## src/rtl/gumnut_bus_pkg.sv

```systemverilog
// Shared types for the Gumnut data-memory/IO bus: arbiter states, master
// indices and the Wishbone-style request bundle.
package gumnut_bus_pkg;

  localparam int GB_ADDR_W = 8;
  localparam int GB_DATA_W = 8;

  localparam int M0_IDX = 0;
  localparam int M1_IDX = 1;

  typedef enum logic [1:0] {
    IDLE   = 2'd0,
    OWN_M0 = 2'd1,
    OWN_M1 = 2'd2
  } arb_state_t;

  // Field widths are fixed at the native Gumnut bus width.
  typedef struct packed {
    logic                 cyc;
    logic                 stb;
    logic                 we;
    logic [GB_ADDR_W-1:0] adr;
    logic [GB_DATA_W-1:0] dat;
  } wb_req_t;

  function automatic logic req_active(input wb_req_t r);
    return r.cyc & r.stb;
  endfunction

endpackage

```

## src/rtl/gumnut_bus_watchdog.sv

```systemverilog
// Stall counter for the bus arbiter: counts cycles an owner strobe waits for
// ack and flags the last allowed cycle. TIMEOUT=0 never expires.
module gumnut_bus_watchdog
  import gumnut_bus_pkg::*;
#(
  parameter int TIMEOUT = 16
) (
  input  logic clk_i,
  input  logic rst_i,
  input  logic inc_i,
  input  logic clr_i,
  output logic expired_o
);

  logic [7:0] wd_cnt;

  assign expired_o = (TIMEOUT != 0) && (wd_cnt == 8'(TIMEOUT - 1));

  // Expiry also clears so the count starts fresh for the next owner.
  always_ff @(posedge clk_i) begin
    if (!rst_i) begin
      wd_cnt <= 8'd0;
    end else if (clr_i || expired_o) begin
      wd_cnt <= 8'd0;
    end else if (inc_i && (wd_cnt != 8'hFF)) begin
      wd_cnt <= wd_cnt + 8'd1;
    end
  end

endmodule

```

## src/rtl/gumnut_bus_arbiter.sv

```systemverilog
// Two-master, one-slave arbiter for the Gumnut data bus: registered grant,
// round-robin tie-break, cyc-based locking and a stall watchdog.
module gumnut_bus_arbiter
  import gumnut_bus_pkg::*;
#(
  parameter int ADDR_W  = GB_ADDR_W,
  parameter int DATA_W  = GB_DATA_W,
  parameter int TIMEOUT = 16
) (
  input  logic              clk_i,
  input  logic              rst_i,
  input  logic              m0_cyc_i,
  input  logic              m0_stb_i,
  input  logic              m0_we_i,
  input  logic [ADDR_W-1:0] m0_adr_i,
  input  logic [DATA_W-1:0] m0_dat_i,
  output logic [DATA_W-1:0] m0_dat_o,
  output logic              m0_ack_o,
  output logic              m0_err_o,
  input  logic              m1_cyc_i,
  input  logic              m1_stb_i,
  input  logic              m1_we_i,
  input  logic [ADDR_W-1:0] m1_adr_i,
  input  logic [DATA_W-1:0] m1_dat_i,
  output logic [DATA_W-1:0] m1_dat_o,
  output logic              m1_ack_o,
  output logic              m1_err_o,
  output logic              s_cyc_o,
  output logic              s_stb_o,
  output logic              s_we_o,
  output logic [ADDR_W-1:0] s_adr_o,
  output logic [DATA_W-1:0] s_dat_o,
  input  logic [DATA_W-1:0] s_dat_i,
  input  logic              s_ack_i,
  output logic [1:0]        grant_o,
  output arb_state_t        dbg_state_o
);

  // Handshake: stb is the request-valid, s_ack_i the completion; a strobe
  // completes in the cycle where stb and ack are both high. cyc brackets a
  // locked burst and is what keeps ownership.

  arb_state_t state, state_nx;
  logic       last_grant, last_grant_nx;   // 1 = M1 was granted last
  wb_req_t    m0_req, m1_req, own_req;
  logic       own_active;
  logic       wd_inc, wd_clr, wd_expired, timeout_err;

  assign m0_req = '{cyc: m0_cyc_i, stb: m0_stb_i, we: m0_we_i, adr: m0_adr_i, dat: m0_dat_i};
  assign m1_req = '{cyc: m1_cyc_i, stb: m1_stb_i, we: m1_we_i, adr: m1_adr_i, dat: m1_dat_i};

  assign dbg_state_o = state;

  always_ff @(posedge clk_i) begin
    if (!rst_i) begin
      state      <= IDLE;
      last_grant <= 1'b1;
    end else begin
      state      <= state_nx;
      last_grant <= last_grant_nx;
    end
  end

  always_comb begin
    own_req     = (state == OWN_M1) ? m1_req : m0_req;
    own_active  = (state != IDLE);
    wd_inc      = own_active & own_req.stb & ~s_ack_i;
    wd_clr      = ~own_active | ~own_req.cyc | ~own_req.stb | s_ack_i;
    timeout_err = wd_inc & wd_expired;
  end

  gumnut_bus_watchdog #(
    .TIMEOUT (TIMEOUT)
  ) u_watchdog (
    .clk_i     (clk_i),
    .rst_i     (rst_i),
    .inc_i     (wd_inc),
    .clr_i     (wd_clr),
    .expired_o (wd_expired)
  );

  always_comb begin
    state_nx      = state;
    last_grant_nx = last_grant;
    s_cyc_o       = 1'b0;
    s_stb_o       = 1'b0;
    s_we_o        = 1'b0;
    s_adr_o       = '0;
    s_dat_o       = '0;
    m0_ack_o      = 1'b0;
    m0_err_o      = 1'b0;
    m0_dat_o      = '0;
    m1_ack_o      = 1'b0;
    m1_err_o      = 1'b0;
    m1_dat_o      = '0;
    grant_o       = 2'b00;

    if (own_active) begin
      s_cyc_o = own_req.cyc;
      s_stb_o = own_req.stb;
      s_we_o  = own_req.we;
      s_adr_o = own_req.adr;
      s_dat_o = own_req.dat;
    end

    unique case (state)
      IDLE: begin
        // Tie goes to whoever was not granted last.
        if (req_active(m0_req) && (!req_active(m1_req) || last_grant)) begin
          state_nx      = OWN_M0;
          last_grant_nx = 1'b0;
        end else if (req_active(m1_req)) begin
          state_nx      = OWN_M1;
          last_grant_nx = 1'b1;
        end
      end
      OWN_M0: begin
        grant_o[M0_IDX] = 1'b1;
        m0_ack_o        = s_ack_i & m0_stb_i;
        m0_err_o        = timeout_err;
        m0_dat_o        = s_dat_i;
        if (!m0_cyc_i || timeout_err) state_nx = IDLE;
      end
      OWN_M1: begin
        grant_o[M1_IDX] = 1'b1;
        m1_ack_o        = s_ack_i & m1_stb_i;
        m1_err_o        = timeout_err;
        m1_dat_o        = s_dat_i;
        if (!m1_cyc_i || timeout_err) state_nx = IDLE;
      end
      default: state_nx = IDLE;
    endcase
  end

endmodule
```

## config.mk

```make
export PLATFORM = sky130hd
export DESIGN_NAME = gumnut_bus_arbiter
export DESIGN_NICKNAME = d
export VERILOG_FILES = /design/src/rtl/gumnut_bus_pkg.sv /design/src/rtl/gumnut_bus_watchdog.sv /design/src/rtl/gumnut_bus_arbiter.sv
export SDC_FILE = /design/constraint.sdc
export NUM_CORES = 1
export LEC_CHECK = 0
export CAP_MARGIN = 10
export CELL_PAD_IN_SITES_DETAIL_PLACEMENT = 1
export CELL_PAD_IN_SITES_GLOBAL_PLACEMENT = 1
export CORE_MARGIN = 1.5
export CORE_UTILIZATION = 17
export CTS_BUF_LIST = sky130_fd_sc_hd__clkbuf_4
export DETAILED_ROUTE_END_ITERATION = 10
export PLACE_DENSITY_LB_ADDON = 0.1
export SLEW_MARGIN = 20
export SYNTH_ARGS = -nofsm -noshare
export SYNTH_HDL_FRONTEND = slang
export SYNTH_SLANG_ARGS = --single-unit
```

## constraint.sdc

```tcl
create_clock -name clk_i -period 1.55 [get_ports clk_i]
set_clock_uncertainty 0.05 [all_clocks]
set_input_delay 0.31 -clock clk_i [delete_from_list [all_inputs] [get_ports clk_i]]
set_output_delay 0.31 -clock clk_i [all_outputs]
set_load 0.02 [all_outputs]
```

==> impl_results.md, run 1 <==
* Status: finished, violations left
* Failing checks: negative setup slack
* IO Count at 92
* Synth Flop Type: dfxtp_1
* Via count at 1547
* Most frequent CP cell: buf_6
* Clk root buf: clkbuf_4
* Worst skew pair latency at 0.27 ns
* Pins Over Slew Limit at 0
* Final hold vios at 0
* WP data required at 1.19 ns
* Normalized max-slew margin at 74.8%
* Starting Density at 18.0%
* Drt wl/cell at 19.7 um
* Routed Antenna Nets at 0
* Maximum VDD drop at 480 uV
* Crit Path Category: reg -> out
* Drt pass-1 iters at 4
* Area grow syn2layout at 214%
* Ratio of cells with drive above 1 in the final layout at 62.2%
* Async S/R FF share, synth at 0%
* Routability congestion estimate at 0.805
* CTS clk-pin slew, worst paths at 0.07 ns
* Nets at 310
* Die area at 5970 um2
* Final wirelength at 6.49 mm
* Hold path cells at 2
* Cts hold-fix bufs at 0
* RSZ-0062 raised after global routing: true
* Post-synthesis register bit count at 11
* Max clock buf depth at 2
* Syn nets at 166
* Global Route Usage Sum at 19.9%
* Worst Setup Slack, final at -0.427 ns
* CP Max Fanout at 3
* Post-Syn Area at 937 um2
* Buffers added on ports at 91
* Worst-margin pin slew at 0.378 ns
* Post-detail-place hpwl at 4.17 mm
* Post-detailed-route via-to-cell ratio at 4.70
* First DRT Iteration DRCs at 57
* H-Tree Depth at 1
* Fin cells at 329
* Ant. Diodes at 0
* First-pass GRT wire length at 9.29 mm
* Sinks on Clock Net at 11
* Antenna violations before repair at 0
* Cell count of the worst reg-to-reg path at 8
* Number of global-route vias before repair at 1686
* Power density cells at 388 nW/um2
* Area of the multi-input gates at 975 um2
* Min Hold Slack at 0.492 ns
* Placed Cells at 303
* Post-Syn Instances at 116
* Min Tclk post-route at 1.98 ns
* Post-route cell area at 2940 um2
* FP Rows at 26
* Fmax at 506 MHz
* CP cell instances: buf_6 > nand3b_4 > a21oi_1 > and3_2 > buf_6
* Final Cycle Share at 128%
* Post-synth EDFFs at 0
* Core footprint at 5200 um2
* Slowest library cell on the worst path: dfxtp_4
* Pleak at 1.26 nW
* Largest net degree at the start of global routing at 24
* Crit-path max cell delay at 0.36 ns
* # DRC at 0
* Max-Cap Viols at 0
* Register area at 229 um2
* Placement Cell Area at 2290 um2
* TritonCTS buffer count at 3
* TritonCTS clock tree: yes
* Avg Inst Size Synth at 8.08 um2
* Type of the tightest min-delay check: reg -> reg
* Final setup vio count at 50
* Fillers at 548
* CP arrival at 1.62 ns
* Worst setup EP type: output port
* Die X at 77.2 um
* Global route total overflow at 0
* TNS Setup at -10.94 ns
* CP Launch Type: flip-flop
* Seq/Total Area, Yosys at 23.5%
* Synth warnings at 0
* Die Height at 77.2 um
* Synth unique cells at 40
[timing repair]
action	4_1_cts	5_1_grt
setup endpoints to repair	53	52
cloned	3	3
setup buffers	14	6
pin swaps	17	18
gates resized for setup	301	35
[worst paths after layout]
path | endpoint | slack, ns | from
hold reg to reg | last_grant | 0.49 | last_grant
setup reg to reg | u_watchdog.wd_cnt[5] | -0.19 | dbg_state_o[0]
hold / removal | last_grant | 0.49 | last_grant
setup / recovery | m1_err_o | -0.43 | dbg_state_o[0]
[through the flow]
stage	total power, mW	setup WS [ns]	util [%]
after global placement	0.763	-0.821	44.0
after global routing	1.20	-0.470	56.5
after floorplan	0.482	-0.0296	-
final	1.14	-0.427	56.5
after detailed placement	0.775	-0.851	44.0
after CTS	1.08	-0.403	52.2
[power breakdown]
part           switching (mW)  internal (mW)
clock network           0.106         0.0955
registers             0.00603          0.286
logic                   0.251          0.396
[metal layers]
| metal | part of all wire [%] | global-route usage (%) |
|---|---|---|
| met5 | 0 | 0 |
| met4 | 1.4 | 1.64 |
| met3 | 4.9 | 4.64 |
| met2 | 54 | 39.7 |
| met1 | 40 | 21.8 |
[cell usage after synthesis (2+ instances only)]
master	count	share of area [%]
a22o_1	18	17
and2_1	16	11
dfxtp_1	11	23
nand2_1	8	3.2
a21oi_1	6	3.2
and3_1	5	3.3
clkbuf_1	4	1.6
nor2_1	4	1.6
a211oi_1	3	2.4
nand3_1	3	1.6
nor3_1	3	1.6
o21ai_0	3	1.6
a31oi_1	2	1.3
and4b_1	2	2.1
nor2b_1	2	1.3
o311ai_0	2	1.9
[state kept, by name, indices dropped and copies added, names as in the netlist]
| register | cells |
|---|---|
| last_grant | 1 |
| u_watchdog.wd_cnt | 8 |
| dbg_state_o | 2 |
[logic make-up after synthesis]
| family | count (synthesis) | synth area share, % |
|---|---|---|
| AOI/OAI and AO/OA | 43 | 36.2 |
| adders and majority gates | 1 | 1.33 |
| DFF | 11 | 23.5 |
| buffers and inverters | 8 | 4.14 |
| and+or+nand+nor | 53 | 34.8 |
[critical path: cells and delay by family (launching register included)]
| kind | cells | cell delay [ns] |
|---|---|---|
| DFF | 1 | 0.36 |
| AOI/OAI and AO/OA | 1 | 0.35 |
| and+or+nand+nor | 2 | 0.41 |
| buffers and inverters | 2 | 0.23 |
[cell type report]
cell class,instances,share of cell area [%]
inverters,1,0.128
well taps,70,2.98
flip-flops and latches,11,7.79
clock inverters,1,0.170
multi-input cells,97,33.2
clock buffers,3,0.766
repair buffers,146,55.0
[cell usage in the layout, fill, tap and decap left out, types with 3 or more instances in the layout]
| cell | instances |
|---|---|
| dlygate4sd2_1 | 3 |
| nand2_1 | 7 |
| a22o_4 | 11 |
| clkbuf_16 | 3 |
| and2_4 | 16 |
| buf_6 | 57 |
| clkdlybuf4s50_1 | 46 |
| buf_4 | 27 |
| a22o_1 | 7 |
| a211oi_2 | 4 |
| buf_12 | 7 |
| dfxtp_1 | 8 |
| and3_4 | 3 |
| a21oi_1 | 3 |
| a21oi_2 | 4 |
| clkbuf_4 | 3 |
No activity file was read; power rests on OpenSTA's default activity.
==> run 2, diff against run 1 <==
--- a/config.mk
+++ b/config.mk
@@ -5,10 +5,11 @@
 export SDC_FILE = /design/constraint.sdc
 export NUM_CORES = 1
 export LEC_CHECK = 0
+export ABC_AREA = 0
 export CAP_MARGIN = 10
 export CELL_PAD_IN_SITES_DETAIL_PLACEMENT = 1
 export CELL_PAD_IN_SITES_GLOBAL_PLACEMENT = 1
-export CORE_MARGIN = 1.5
+export CORE_MARGIN = 2
 export CORE_UTILIZATION = 17
 export CTS_BUF_LIST = sky130_fd_sc_hd__clkbuf_4
 export DETAILED_ROUTE_END_ITERATION = 10
==> impl_results.md, run 2 (synthesized netlist as in run 1, its figures left out) <==
* Fin cells at 336
* Type of the tightest min-delay check: reg -> reg
* Final Cycle Share at 125%
* Drt wl/cell at 17.4 um
* Global route total overflow at 0
* TritonCTS clock tree: yes
* IO Count at 92
* Nets at 315
* Antenna violations before repair at 0
* Hold path cells at 2
* Commonest non-fill, non-tap cell in the layout: buf_6
* First-pass GRT wire length at 8.47 mm
* CTS clk-pin slew, worst paths at 0.07 ns
* Worst skew pair latency at 0.27 ns
* Final setup vio count at 51
* CP arrival at 1.57 ns
* Switching Fraction at 31.3%
* RSZ-0062 raised after global routing: true
* Die area at 6120 um2
* Reg power frac at 26.3%
* Cell family with most CP delay: simple AND/OR/NAND/NOR gates
* TritonCTS buffer count at 3
* Die X at 78.2 um
* Ant. Diodes at 0
* Number of global-route vias before repair at 1640
* Failing checks: negative setup slack
* Final wirelength at 5.86 mm
* R2r setup slk at -0.09 ns
* WP data required at 1.19 ns
* Buffers added on ports at 91
* Reg with most FFs: u_watchdog.wd_cnt
* Final hold vios at 0
* Largest net degree at the start of global routing at 19
* Met3 track demand over resource at 2.99%
* Pleak at 1.27 nW
* # DRC at 0
* Fmax at 518 MHz
* Global route hottest layer: met2
* Crit-path max cell delay at 0.56 ns
* FP Rows at 27
* Global routing usage on met1 at 20.2%
* RR Startpoint: dbg_state_o[0]
* Starting Density at 17.3%
* CP cell instances: or4_4 > nor2_4 > and3_2 > buf_6
* Net switching power at 0.347 mW
* Placed Cells at 309
* Global Route Usage Sum at 17.1%
* Crit Path Category: reg -> out
* Cts hold-fix bufs at 0
* Slowest library cell on the worst path: or4_4
* Worst setup EP type: output port
* Ratio of cells with drive above 1 in the final layout at 65.2%
* CP bufs+invs at 1
* Die Height at 78.2 um
* Sinks on Clock Net at 11
* Max-Cap Viols at 0
* Worst slack at placement at -0.838 ns
* Core footprint at 5410 um2
* Post-detailed-route via-to-cell ratio at 4.59
* Min Hold Slack at 0.463 ns
* Clk root buf: clkbuf_4
* Via count at 1542
* CP Launch Type: flip-flop
* Routed Antenna Nets at 0
* Normalized max-slew margin at 82.1%
* Pins Over Slew Limit at 0
* Max reg flops at 8
* Met2 Usage GRT at 33.4%
* Worst hold endpoint: last_grant
* Min Tclk post-route at 1.93 ns
* TNS Setup at -9.72 ns
* CP Max Fanout at 3
* Internal Power at 0.760 mW
* H-Tree Depth at 1
* Post-detail-place hpwl at 3.82 mm
* Clock power share at 17.8%
* Comb power frac at 55.8%
* First DRT Iteration DRCs at 21
* Cell count of the worst reg-to-reg path at 6
* Drt pass-1 iters at 4
* Placement Cell Area at 2300 um2
* Commonest cells after routing, fill and taps aside: 67 x buf_6, 46 x clkdlybuf4s50_1, 28 x buf_4
* Area grow syn2layout at 210%
* Maximum VDD drop at 446 uV
* Status: finished, violations left
* Worst-margin pin slew at 0.267 ns
* Routability congestion estimate at 0.731
* Worst flop-to-flop path endpoint: u_watchdog.wd_cnt[4]
* Post-route cell area at 2900 um2
* Power density cells at 381 nW/um2
* Worst Setup Slack, final at -0.381 ns
* Hold wc startpoint: last_grant
* Max clock buf depth at 2
## run 2: cell count changes in the layout (fill, tap and decap cells not counted), moves of 2 or more
cell and change:
buf_12 -4, clkbuf_16 -2, buf_6 +10, nor3_2 -2
buf_16 -2, o21ai_2 +2, dfxtp_2 +2, nand2_2 +2
## run 2: layer usage
metal	part of all wire (%)	wire length, um
met4	0	0
met5	0	0
met2	56	3270
met1	40	2350
met3	4.1	241
## run 2: final cells by class
| class | instances | area [um2] |
|---|---|---|
| Clock buffer | 3 | 22.5 |
| Clock inverter | 1 | 5.00 |
| Timing Repair Buffer | 151 | 1570 |
| Fill cell | 581 | 2500 |
| Inverter | 1 | 3.75 |
| Tap cell | 72 | 90.1 |
| Sequential cell | 11 | 228 |
| Multi-Input combinational cell | 97 | 982 |
## run 2: through the flow
step / util (%) / total power [mW]
after floorplan: - / 0.482
after global placement: 42.5 / 0.760
after detailed placement: 42.5 / 0.768
after CTS: 50.3 / 1.06
after global routing: 53.7 / 1.17
final: 53.7 / 1.11
## run 2: power by group through the flow
stage               Combinational (mW)  Clock (mW)  Sequential (mW)
floorplan                        0.181           0            0.301
global placement                 0.462           0            0.298
detailed placement               0.470           0            0.298
CTS                              0.563       0.209            0.291
global route                     0.650       0.224            0.292
finish                           0.618       0.197            0.292
## run 2: worst max-delay path by stage
stage	from	to	slack, ns	cells past startpoint
after floorplan	dbg_state_o[0]	m0_err_o	-0.03	4
after global placement	m1_stb_i	m0_err_o	-0.80	5
after detailed placement	m1_stb_i	m1_err_o	-0.84	5
after CTS	u_watchdog.wd_cnt[5]	m1_err_o	-0.39	4
after global routing	u_watchdog.wd_cnt[6]	m0_err_o	-0.43	4
final	u_watchdog.wd_cnt[6]	m1_err_o	-0.38	4
## run 2: repair_timing
item                                   in CTS  in global routing
setup buffers                              17                  6
setup endpoints to repair                  53                 51
gates cloned                                2                  2
endpoints found under the hold margin       0                  0
resized for setup                         311                 38
pin swaps                                  24                 26
## run 2: worst register-to-register path: stages, from the launching register on
cell and delay, ns:
dfxtp_4 0.36, buf_6 0.12, nand3b_4 0.16, buf_6 0.14
a21o_4 0.23, or4_4 0.42, a21oi_2 0.12
==> run 3, diff against run 2 <==
--- a/config.mk
+++ b/config.mk
@@ -7,14 +7,13 @@
 export LEC_CHECK = 0
 export ABC_AREA = 0
 export CAP_MARGIN = 10
-export CELL_PAD_IN_SITES_DETAIL_PLACEMENT = 1
-export CELL_PAD_IN_SITES_GLOBAL_PLACEMENT = 1
 export CORE_MARGIN = 2
-export CORE_UTILIZATION = 17
+export CORE_UTILIZATION = 27
 export CTS_BUF_LIST = sky130_fd_sc_hd__clkbuf_4
 export DETAILED_ROUTE_END_ITERATION = 10
-export PLACE_DENSITY_LB_ADDON = 0.1
+export PLACE_DENSITY = 0.77
 export SLEW_MARGIN = 20
 export SYNTH_ARGS = -nofsm -noshare
 export SYNTH_HDL_FRONTEND = slang
 export SYNTH_SLANG_ARGS = --single-unit
+export TNS_END_PERCENT = 100
==> impl_results.md, run 3 (synthesized netlist as in run 1, its figures left out) <==
* Fmax at 515 MHz
* Normalized max-slew margin at 77.5%
* Fin cells at 299
* Antenna violations before repair at 0
* # DRC at 0
* Routability congestion estimate at 0.830
* Largest net degree at the start of global routing at 11
* RR Startpoint: dbg_state_o[0]
* Worst skew pair latency at 0.27 ns
* Maximum VDD drop at 490 uV
* Failing checks: negative setup slack
* Via count at 1622
* Pleak at 1.17 nW
* Final setup vio count at 50
* Min Tclk post-route at 1.94 ns
* Ant. Diodes at 0
* First DRT Iteration DRCs at 95
* RSZ-0062 raised after global routing: true
* Power density cells at 413 nW/um2
* WP data required at 1.19 ns
* Crit Path Category: reg -> out
* Hold wc startpoint: u_watchdog.wd_cnt[6]
* Commonest cells after routing, fill and taps aside: 58 x buf_6, 45 x clkdlybuf4s50_1, 29 x buf_4
* Sinks on Clock Net at 11
* TritonCTS clock tree: yes
* Clk root buf: clkbuf_4
* Buffers added on ports at 91
* Number of global-route vias before repair at 1684
* Status: finished, violations left
* Final Power at 1.09 mW
* R2r setup slk at -0.20 ns
* Die Height at 62.9 um
* Die X at 62.9 um
* First-pass GRT wire length at 9.29 mm
* Drt wl/cell at 21.6 um
* Worst slack at placement at -0.772 ns
* Final hold vios at 0
* Final Cycle Share at 125%
* Worst flop-to-flop path endpoint: u_watchdog.wd_cnt[4]
* CP Max Fanout at 3
* Placed Cells at 281
* Max-Cap Viols at 0
* Worst hold endpoint: u_watchdog.wd_cnt[6]
* Starting Density at 28.1%
* Core footprint at 3340 um2
* TNS Setup at -9.23 ns
* CP arrival at 1.58 ns
* CTS clk-pin slew, worst paths at 0.07 ns
* Nets at 304
* Die area at 3960 um2
* Max clock buf depth at 2
* FP Rows at 21
* Area grow syn2layout at 182%
* Global route total overflow at 0
* H-Tree Depth at 1
* Global Route Usage Sum at 30.3%
* TritonCTS buffer count at 3
* Hold path cells at 2
* Type of the tightest min-delay check: reg -> reg
* Worst setup EP type: output port
* Post-detail-place hpwl at 3.66 mm
* Drt pass-1 iters at 4
* Max reg flops at 8
* IO Count at 92
* Final wirelength at 6.45 mm
* Reg with most FFs: u_watchdog.wd_cnt
* Worst Setup Slack, final at -0.392 ns
* Pins Over Slew Limit at 0
* Post-detailed-route via-to-cell ratio at 5.42
* Cell count of the worst reg-to-reg path at 6
* Commonest non-fill, non-tap cell in the layout: buf_6
* CP Launch Type: flip-flop
* Routed Antenna Nets at 0
* Fin util at 79.2%
* Worst-margin pin slew at 0.335 ns
* Ratio of cells with drive above 1 in the final layout at 59.7%
[run 3: layout make-up]
| cell class | count | area, um2 |
|---|---|---|
| Inverter | 1 | 3.75 |
| Multi-Input combinational cell | 97 | 927 |
| Fill cell | 183 | 694 |
| Clock buffer | 4 | 30.0 |
| Tap cell | 46 | 57.6 |
| Timing Repair Buffer | 140 | 1400 |
| Sequential cell | 11 | 226 |
[run 3: routing by layer]
layer	routed length, um	part of all wire, %	track usage (%)
met5	0	0	0
met3	405	6.3	6.49
met2	3150	49	56.4
met4	255	4.0	12.8
met1	2640	41	32.6
[run 3: worst max path at each step]
stage / from / to / slack, ns
after floorplan: dbg_state_o[0] / m0_err_o / -0.03
after global placement: m1_stb_i / m1_err_o / -0.76
after detailed placement: m1_stb_i / m0_err_o / -0.77
final: u_watchdog.wd_cnt[6] / m1_err_o / -0.39
after CTS: u_watchdog.wd_cnt[7] / m0_err_o / -0.38
after global routing: u_watchdog.wd_cnt[6] / m1_err_o / -0.43
[run 3: report_power, final]
group | total (mW) | internal [mW] | switching, mW
sequential | 0.295 | 0.287 | 0.00741
combinational | 0.586 | 0.341 | 0.245
clock | 0.210 | 0.117 | 0.0928
total | 1.09 | 0.745 | 0.345
[run 3: timing repair]
action	CTS	global route
hold buffers	0	0
setup endpoints to repair	53	53
buffers inserted	14	3
gates resized for setup	291	30
gates cloned	2	0
pin swaps	15	12
[run 3: through the flow]
step | cell area [um2] | hold WS, ns
6_report | 2640 | 0.507
4_1_cts | 2590 | 0.451
2_1_floorplan | 1060 | 0.322
5_1_grt | 2640 | 0.520
3_3_place_gp | 2250 | 0.416
3_5_place_dp | 2250 | 0.434
[run 3: worst max-delay path, cell delays in order, from the launching register on]
cell and delay (ns):
dfxtp_2 0.32, or4_4 0.55, nor2_4 0.14, and3_4 0.19, buf_6 0.11
